<file path="config.mk">
export PLATFORM = sky130hd
export DESIGN_NAME = even_p_rx_3bit
export DESIGN_NICKNAME = d
export VERILOG_FILES = /design/src/rtl/even_p_pkg.sv /design/src/rtl/even_p_chk.sv /design/src/rtl/even_p_rx_3bit.sv
export SDC_FILE = /design/constraint.sdc
export NUM_CORES = 1
export LEC_CHECK = 0
export ABC_CLOCK_PERIOD_IN_PS = 1800
export BUFFER_PORTS_ARGS = -buffer_cell sky130_fd_sc_hd__buf_2
export CORE_MARGIN = 2
export CORE_UTILIZATION = 47
export CTS_CLUSTER_DIAMETER = 150
export DETAILED_ROUTE_END_ITERATION = 10
export PLACE_DENSITY = 0.71
export SLEW_MARGIN = 20
export SYNTH_ARGS = -nofsm -noshare
export SYNTH_HDL_FRONTEND = slang
export SYNTH_SLANG_ARGS = --single-unit
</file>
<file path="constraint.sdc">
create_clock -name clk -period 1.8 [get_ports clk]
set_clock_uncertainty 0.2 [all_clocks]
set_input_delay 0.36 -clock clk [delete_from_list [all_inputs] [get_ports clk]]
set_output_delay 0.36 -clock clk [all_outputs]
set_load 0.02 [all_outputs]
</file>
<file path="src/rtl/even_p_pkg.sv">
// -----------------------------------------------------------------------------
// even_p_pkg
// Shared definitions for the even-parity serial receiver:
//   - DEFAULT_DATA_W / MAX_DATA_W : default and largest supported data width
//   - state_e                      : 2-bit receiver FSM state encoding
//   - ERR_CNT_MAX                  : saturation value of the optional error counter
//   - even_parity_err()            : XOR reduction over {data, parity}
// -----------------------------------------------------------------------------
package even_p_pkg;

  localparam int DEFAULT_DATA_W = 3;
  localparam int MAX_DATA_W     = 8;

  typedef enum logic [1:0] {
    ST_IDLE = 2'b00,
    ST_DATA = 2'b01,
    ST_PAR  = 2'b10,
    ST_STOP = 2'b11
  } state_e;

  localparam logic [7:0] ERR_CNT_MAX = 8'hFF;

  // Even parity holds when the total number of ones over data plus parity
  // bit is even, so the error flag is the XOR reduction of all of them.
  // Unused upper bits must be zero.
  function automatic logic even_parity_err(input logic [MAX_DATA_W:0] frame_bits);
    return ^frame_bits;
  endfunction

endpackage : even_p_pkg

</file>
<file path="src/rtl/even_p_chk.sv">
// -----------------------------------------------------------------------------
// even_p_chk
// Combinational even-parity checker for one received frame.
// Ports:
//   data_par [DATA_W:0] in  : {P, D(DATA_W-1)..D0}
//   err                 out : 1 when the XOR over data and P is 1
// -----------------------------------------------------------------------------
module even_p_chk
  import even_p_pkg::*;
#(
  parameter int DATA_W = DEFAULT_DATA_W
) (
  input  logic [DATA_W:0] data_par,
  output logic            err
);

  logic [MAX_DATA_W:0] padded_s;

  // Zero-extend to the helper's fixed width, then reduce.
  always_comb begin
    padded_s             = '0;
    padded_s[DATA_W:0]   = data_par;
    err                  = even_parity_err(padded_s);
  end

endmodule : even_p_chk

</file>
<file path="src/rtl/even_p_rx_3bit.sv">
// -----------------------------------------------------------------------------
// even_p_rx_3bit
// Serial receiver for frames: start(0), D0..D(DATA_W-1) LSB first, even
// parity bit P, stop(1). The line is sampled once per bit_en strobe.
// Optional feature macro: EVEN_P_ERR_CNT_EN adds a saturating 8-bit count of
// frames that had a parity or framing error.
// Ports:
//   clk       in   rising-edge clock
//   rst       in   synchronous active-high reset
//   bit_en    in   bit-rate strobe
//   sin       in   serial line, idle high
//   data_out  out  last received data word (DATA_W bits)
//   valid     out  one-cycle pulse when a frame completes
//   perr      out  parity error of last frame
//   ferr      out  framing error (stop sampled 0) of last frame
//   busy      out  receiver not idle
//   err_cnt   out  saturating error-frame count (EVEN_P_ERR_CNT_EN only)
// DATA_W must lie in 1..8.
// -----------------------------------------------------------------------------
module even_p_rx_3bit
  import even_p_pkg::*;
#(
  parameter int DATA_W = DEFAULT_DATA_W
) (
  input  logic              clk,
  input  logic              rst,
  input  logic              bit_en,
  input  logic              sin,
  output logic [DATA_W-1:0] data_out,
  output logic              valid,
  output logic              perr,
  output logic              ferr,
  output logic              busy
`ifdef EVEN_P_ERR_CNT_EN
  ,
  output logic [7:0]        err_cnt
`endif
);

  localparam int              IDX_W    = (DATA_W > 1) ? $clog2(DATA_W) : 1;
  localparam logic [IDX_W-1:0] IDX_LAST = IDX_W'(DATA_W - 1);

  state_e             state_q;
  logic [IDX_W-1:0]   idx_q;
  logic [DATA_W-1:0]  shift_q;
  logic               par_q;
  logic [DATA_W-1:0]  data_q;
  logic               valid_q;
  logic               perr_q;
  logic               ferr_q;
  logic               busy_q;
  logic               perr_s;

  // Parity of the frame held in the shift register plus captured P bit.
  even_p_chk #(
    .DATA_W (DATA_W)
  ) u_chk (
    .data_par ({par_q, shift_q}),
    .err      (perr_s)
  );

  // Receiver FSM with registered result outputs; everything holds when no strobe.
  always_ff @(posedge clk) begin
    if (rst) begin
      state_q <= ST_IDLE;
      idx_q   <= '0;
      shift_q <= '0;
      par_q   <= 1'b0;
      data_q  <= '0;
      valid_q <= 1'b0;
      perr_q  <= 1'b0;
      ferr_q  <= 1'b0;
      busy_q  <= 1'b0;
    end else begin
      valid_q <= 1'b0;
      if (bit_en) begin
        case (state_q)
          ST_IDLE: begin
            if (!sin) begin
              state_q <= ST_DATA;
              idx_q   <= '0;
              busy_q  <= 1'b1;
            end else begin
              state_q <= ST_IDLE;
              busy_q  <= 1'b0;
            end
          end
          ST_DATA: begin
            shift_q[idx_q] <= sin;
            if (idx_q == IDX_LAST) begin
              state_q <= ST_PAR;
              idx_q   <= '0;
            end else begin
              idx_q   <= idx_q + IDX_W'(1);
            end
          end
          ST_PAR: begin
            par_q   <= sin;
            state_q <= ST_STOP;
          end
          ST_STOP: begin
            // Result is published on the edge that samples the stop bit,
            // so a start bit on the very next strobe is seen from IDLE.
            state_q <= ST_IDLE;
            busy_q  <= 1'b0;
            data_q  <= shift_q;
            perr_q  <= perr_s;
            ferr_q  <= ~sin;
            valid_q <= 1'b1;
          end
          default: begin
            state_q <= ST_IDLE;
            idx_q   <= '0;
            busy_q  <= 1'b0;
          end
        endcase
      end
    end
  end

  assign data_out = data_q;
  assign valid    = valid_q;
  assign perr     = perr_q;
  assign ferr     = ferr_q;
  assign busy     = busy_q;

`ifdef EVEN_P_ERR_CNT_EN
  logic [7:0] err_cnt_q;
  logic [7:0] err_cnt_d;
  logic       frame_done_s;

  // A frame completes on the stop-bit strobe; count it if either error flag will be set.
  always_comb begin
    frame_done_s = bit_en && (state_q == ST_STOP);
    if (frame_done_s && (perr_s || !sin) && (err_cnt_q != ERR_CNT_MAX)) begin
      err_cnt_d = err_cnt_q + 8'd1;
    end else begin
      err_cnt_d = err_cnt_q;
    end
  end

  // Error counter register.
  always_ff @(posedge clk) begin
    if (rst) begin
      err_cnt_q <= 8'd0;
    end else begin
      err_cnt_q <= err_cnt_d;
    end
  end

  assign err_cnt = err_cnt_q;
`endif

endmodule : even_p_rx_3bit

</file>
==> flow_summary.ini, run 1 <==
[cells_and_area]
fin_nets = 103
seq_area_sq_um = 302
final_cell_mix = dfxtp_1 (14), buf_2 (10), a21oi_1 (9), nor2_1 (9), nand2_1 (8)
multi_input_area_sq_um = 410
num_antenna_cells = 0
layout-drive-gt1-share_pct = 29.0
area_delta_synth_final_pct = 19.5
fillCellCount = 123
mostFrequentLayoutCell = dfxtp_1
fin_cells = 108

[drt]
vias = 563
drt-vias-per-instance = 5.21
wl_per_cell_microns = 12.3
postRouteAntennaNets = 0
drt_iter0_markers = 18
drc = 0
first_pass_iters = 4
routed_wl_microns = 1320

[power]
power.total_mw = 0.623
p_per_area_nw_per_um2 = 744
cellLeakagePower_nw = 0.354
peakVddDrop_mv = 0.446

[place]
placedCellCount = 103
dp_hpwl_microns = 906
place.gp.congestion = 0.803
numPortBuffers = 10
pre_cts_slack_ps = -38.1

[setup_path]
startpoint_type = flip-flop
required_ps = 1820
cp-end-kind = flip-flop
crit_arrival_ps = 1750
cp_max_fo = 4
critical_path_class = flip-flop to flip-flop

[clocking]
tritoncts = done
clock_latency_ps = 280
cts_buffer_depth = 2
htreeDepth = 1
cts_made_buffers = 3
clock-sinks = 15
cts-root-buf = clkbuf_4
clkSlewWorstSetupHoldPaths_ps = 90

[floorplanning]
start_util_pct = 51.9
die_w_microns = 42.6
rows = 13
coreArea_sq_um = 1350
fp.dieH_microns = 42.6
dieArea_sq_um = 1820
ioPinCount = 11

[synthesis]
synth_nets = 88
synth-seq-area-share_pct = 42.9
ys_warn_count = 0
synth-seq-cells = 15
syn_area_per_cell_sq_um = 8.87
syn-cell-area_sq_um = 701
synth.distinct_cells = 24
synth_cells = 79
synth_area_leaders = dfxtp_1 (43%), ha_1 (8.9%), a21oi_1 (7.1%), mux2i_1 (7.1%), nor2_1 (4.8%)
yosysTopAreaCell = dfxtp_1
yosys.area.top_type_share_pct = 42.9

[global_route]
antenna_found_initial = 0
track_usage_pct = 16.8
overflow = 0
grt_pass1_wl_microns = 2260
grt_max_degree = 16
grt_pass1_vias = 562

[sta]
fmax_mhz = 579
max-slew-margin-rel_pct = 81.4
finalSetupViolations = 0
layout_setup_ws_ps = 72.9
period_minus_slack_ps = 1730
worst_pin_slew_ps = 279
min_period_over_period_pct = 95.9
slew_viol_final = 0
finalHoldViolations = 0

[min_path]
hold_class = input pin to flip-flop

[job]
drv_cap = 0

[run_status]
status = finished, final reports clean
report_power, final:
part / internal, mW / switching, mW / leakage, nW
combinational: 0.0389 / 0.0450 / 0.217
sequential: 0.339 / 0.00629 / 0.122
clock: 0.0860 / 0.108 / 0.0150
total: 0.464 / 0.159 / 0.354
logic make-up (layout without fill, tap and decap cells):
group,count (synthesis),count (layout),share of synthesized area [%]
AO/OA/AOI/OAI,14,14,10.9
flip-flops,15,15,42.9
XOR/XNOR,3,3,3.75
multiplexers,5,5,7.14
adder cells (fa/ha/maj),5,5,8.93
buffers and inverters,6,20,4.28
AND/OR/NAND/NOR,31,31,22.1
layer usage:
metal / up-vias / share of wire [%] / global-route usage [%] / wire length [microns]
met5: - / 0 / 0 / 0
met2: 10 / 50 / 28.3 / 668
li1: 292 / - / - / -
met1: 259 / 45 / 19.0 / 590
met4: 0 / 1.3 / 9.38 / 17
met3: 2 / 3.5 / 4.31 / 46
layout make-up:
cell class / instances / share of cell area [%]
clock buffer: 4 / 3.14
inverter: 4 / 1.79
multi-input combinational: 58 / 49.0
sequential: 15 / 36.0
tap: 15 / 2.24
timing repair buffer: 12 / 7.77
synthesized netlist by cell type:
cell type  count
a21oi_1       10
buf_6          1
clkbuf_1       1
dfxtp_1       15
ha_1           5
inv_1          4
mux2i_1        5
nand2_1        8
nand2b_1       1
nand3_1        4
nand4b_1       1
nor2_1         9
nor2b_1        1
nor2b_2        1
nor3_1         2
o21ai_0        2
o21ai_2        1
o21bai_1       1
or2_2          1
or3_2          1
or4_1          1
or4b_1         1
xnor2_1        2
xor2_1         1
flip-flops by register name, summed over array words and instances, names as in the netlist:
name      count
busy          1
data_out      3
ferr          1
idx_q         2
par_q         1
perr          1
shift_q       3
state_q       2
valid         1
worst paths after layout:
| kind | from | end | slack, ps | cells past startpoint |
|---|---|---|---|---|
| hold / removal | sin | par_q | 210 | 3 |
| setup / recovery | state_q[1] | idx_q[0] | 70 | 6 |
| hold reg to reg | data_out[2] | data_out[2] | 260 | 2 |
| setup reg to reg | state_q[1] | idx_q[0] | 70 | 6 |
worst max-delay path, stage by stage, from the launching register on:
cell and delay (ps):
dfxtp_1 330, inv_2 110, ha_4 160, nor2b_4 150
o21ai_2 80, or4b_4 520, a21oi_2 120
what timing repair did:
item / 4_1_cts / 5_1_grt
gates resized for setup: 2 / 9
hold endpoints to repair: 0 / 0
pin swaps: 0 / 1
hold buffers: 0 / 0
endpoints found under the setup margin: 1 / 2
gates cloned: 0 / 0
buffers inserted: 1 / 0
through the flow:
step	hold slack [ps]	setup TNS (ps)	instance area [sq um]	util (%)
floorplan	229	0	701	-
global placement	240	0	762	56.4
detailed placement	243	-38.1	762	56.4
CTS	209	0	802	59.4
global route	217	-2.74	837	62.0
finish	214	0	837	62.0
No activity file was read; power rests on OpenSTA's default activity.
==> run 2, diff against run 1 <==
--- a/config.mk
+++ b/config.mk
@@ -7,7 +7,6 @@
 export LEC_CHECK = 0
 export ABC_CLOCK_PERIOD_IN_PS = 1800
 export BUFFER_PORTS_ARGS = -buffer_cell sky130_fd_sc_hd__buf_2
-export CORE_MARGIN = 2
 export CORE_UTILIZATION = 47
 export CTS_CLUSTER_DIAMETER = 150
 export DETAILED_ROUTE_END_ITERATION = 10
==> flow_summary.ini, run 2 (same netlist as run 1, synthesis figures left out) <==
[run_status]
status = finished, final reports clean

[clocking]
tritoncts = done
clkSlewWorstSetupHoldPaths_ps = 80
cts_buffer_depth = 2
clock-sinks = 15
cts-root-buf = clkbuf_4
cts_made_buffers = 3
clock_latency_ps = 280
htreeDepth = 1
ctsHoldBuffers = 0

[power]
p_comb_share_pct = 14.3
peakVddDrop_mv = 0.473
pwr-share-clk_pct = 30.4
p_per_area_nw_per_um2 = 739
seq_power_share_pct = 55.3
cellLeakagePower_nw = 0.359
power.total_mw = 0.624
p_sw_mw = 0.157
p_int_mw = 0.467
p_sw_share_pct = 25.2

[sta]
fmax_mhz = 580
holdWs_ps = 228
finalHoldViolations = 0
finalSetupViolations = 0
min_period_over_period_pct = 95.8
worst_pin_slew_ps = 309
slew_viol_final = 0
setup_tns_ps = 0
period_minus_slack_ps = 1720
rsz0062_at_grt = no
max-slew-margin-rel_pct = 79.4
layout_setup_ws_ps = 76.1

[drt]
routed_wl_microns = 1420
postRouteAntennaNets = 0
wl_per_cell_microns = 13.0
drt-vias-per-instance = 5.43
drt_iter0_markers = 5
drc = 0
first_pass_iters = 3
vias = 592

[setup_path]
startpoint = state_q[1]
critical_path_class = flip-flop to flip-flop
cp_cell_sequence = inv_2 -> ha_4 -> nor2b_4 -> o21ai_2 -> or4b_4 -> a21oi_2
startpoint_type = flip-flop
cpMaxStageDelayCell = or4b_4
cp_max_fo = 4
r2r-end = idx_q[0]
rr_startpoint = state_q[1]
cp-end-kind = flip-flop
required_ps = 1820
r2r_setup_slack_ps = 80
crit_arrival_ps = 1750
critPathMaxStageDelay_ps = 520
reg2reg_depth = 6

[floorplanning]
rows = 13
ioPinCount = 11
coreArea_sq_um = 1350
dieArea_sq_um = 1650
start_util_pct = 51.9
die_w_microns = 40.6
fp.dieH_microns = 40.6

[min_path]
hold_path_end = par_q
hold_class = input pin to flip-flop
min_from = sin
min_path_cells = 3

[global_route]
grt_pass1_wl_microns = 1790
grt_pass1_vias = 439
grt_max_degree = 16
overflow = 0
track_usage_pct = 17.5
antenna_found_initial = 0

[cells_and_area]
mostFrequentLayoutCell = dfxtp_1
area_delta_synth_final_pct = 20.5
layout-drive-gt1-share_pct = 29.8
num_antenna_cells = 0
final_cell_mix = dfxtp_1 (14), buf_2 (10), a21oi_1 (9), nor2_1 (9), nand2_1 (8)
fin_nets = 104

[place]
dp_hpwl_microns = 925
numPortBuffers = 10
place.gp.congestion = 0.767
pre_cts_slack_ps = -49.6

[job]
drv_cap = 0
## run 2: changes by cell type in the layout (fill, tap and decap cells not counted)
cell	change
buf_4	+1
## run 2: worst max-delay path by stage
stage | cells past startpoint | slack [ps] | endpoint
after floorplan | 6 | 60 | idx_q[0]
after global placement | 6 | 30 | idx_q[0]
after detailed placement | 6 | -50 | idx_q[0]
after CTS | 6 | 20 | idx_q[0]
after global routing | 6 | 0.8 | idx_q[0]
final | 6 | 80 | idx_q[0]
## run 2: critical path, delay by kind of cell, from the launching register on
kind	cells	cell delay, ps
AOI/OAI and AO/OA	2	210
DFF	1	320
and+or+nand+nor	2	670
adders and majority gates	1	150
buffers and inverters	1	100
## run 2: per-stage QoR
step / util [%] / std cells / area, sq um
2_1_floorplan: - / 79 / 701
3_3_place_gp: 56.4 / 103 / 762
3_5_place_dp: 56.4 / 103 / 762
4_1_cts: 59.0 / 108 / 797
5_1_grt: 62.6 / 109 / 845
6_report: 62.6 / 109 / 845
## run 2: repair_timing
item | in CTS | in global routing
setup buffers | 1 | 1
pin swaps | 0 | 1
setup endpoints to repair | 1 | 2
gates resized for setup | 1 | 10
gates cloned | 0 | 0
## run 2: power groups by stage
stage                     logic (mW)  registers [mW]  clock network, mW
final                         0.0893           0.345              0.190
after global routing          0.0965           0.346              0.211
after CTS                     0.0711           0.344              0.200
after detailed placement      0.0669           0.352                  0
after global placement        0.0656           0.352                  0
after floorplan               0.0464           0.354                  0
## run 2: layout make-up
type                    instances  area (sq um)
well taps                      15          18.8
multi-input cells              58           410
fillers                       127           505
flip-flops and latches         15           302
inverters                       4          15.0
clock buffers                   4          26.3
repair buffers                 13          72.6
## run 2: per-layer routing
metal  part of all wire, %  vias to the layer above  global-route usage [%]
li1                      -                      295                       -
met1                    43                      284                    19.1
met2                    51                       11                    29.8
met3                   4.5                        2                    8.15
met4                  0.71                        0                    5.83
met5                     0                        -                       0
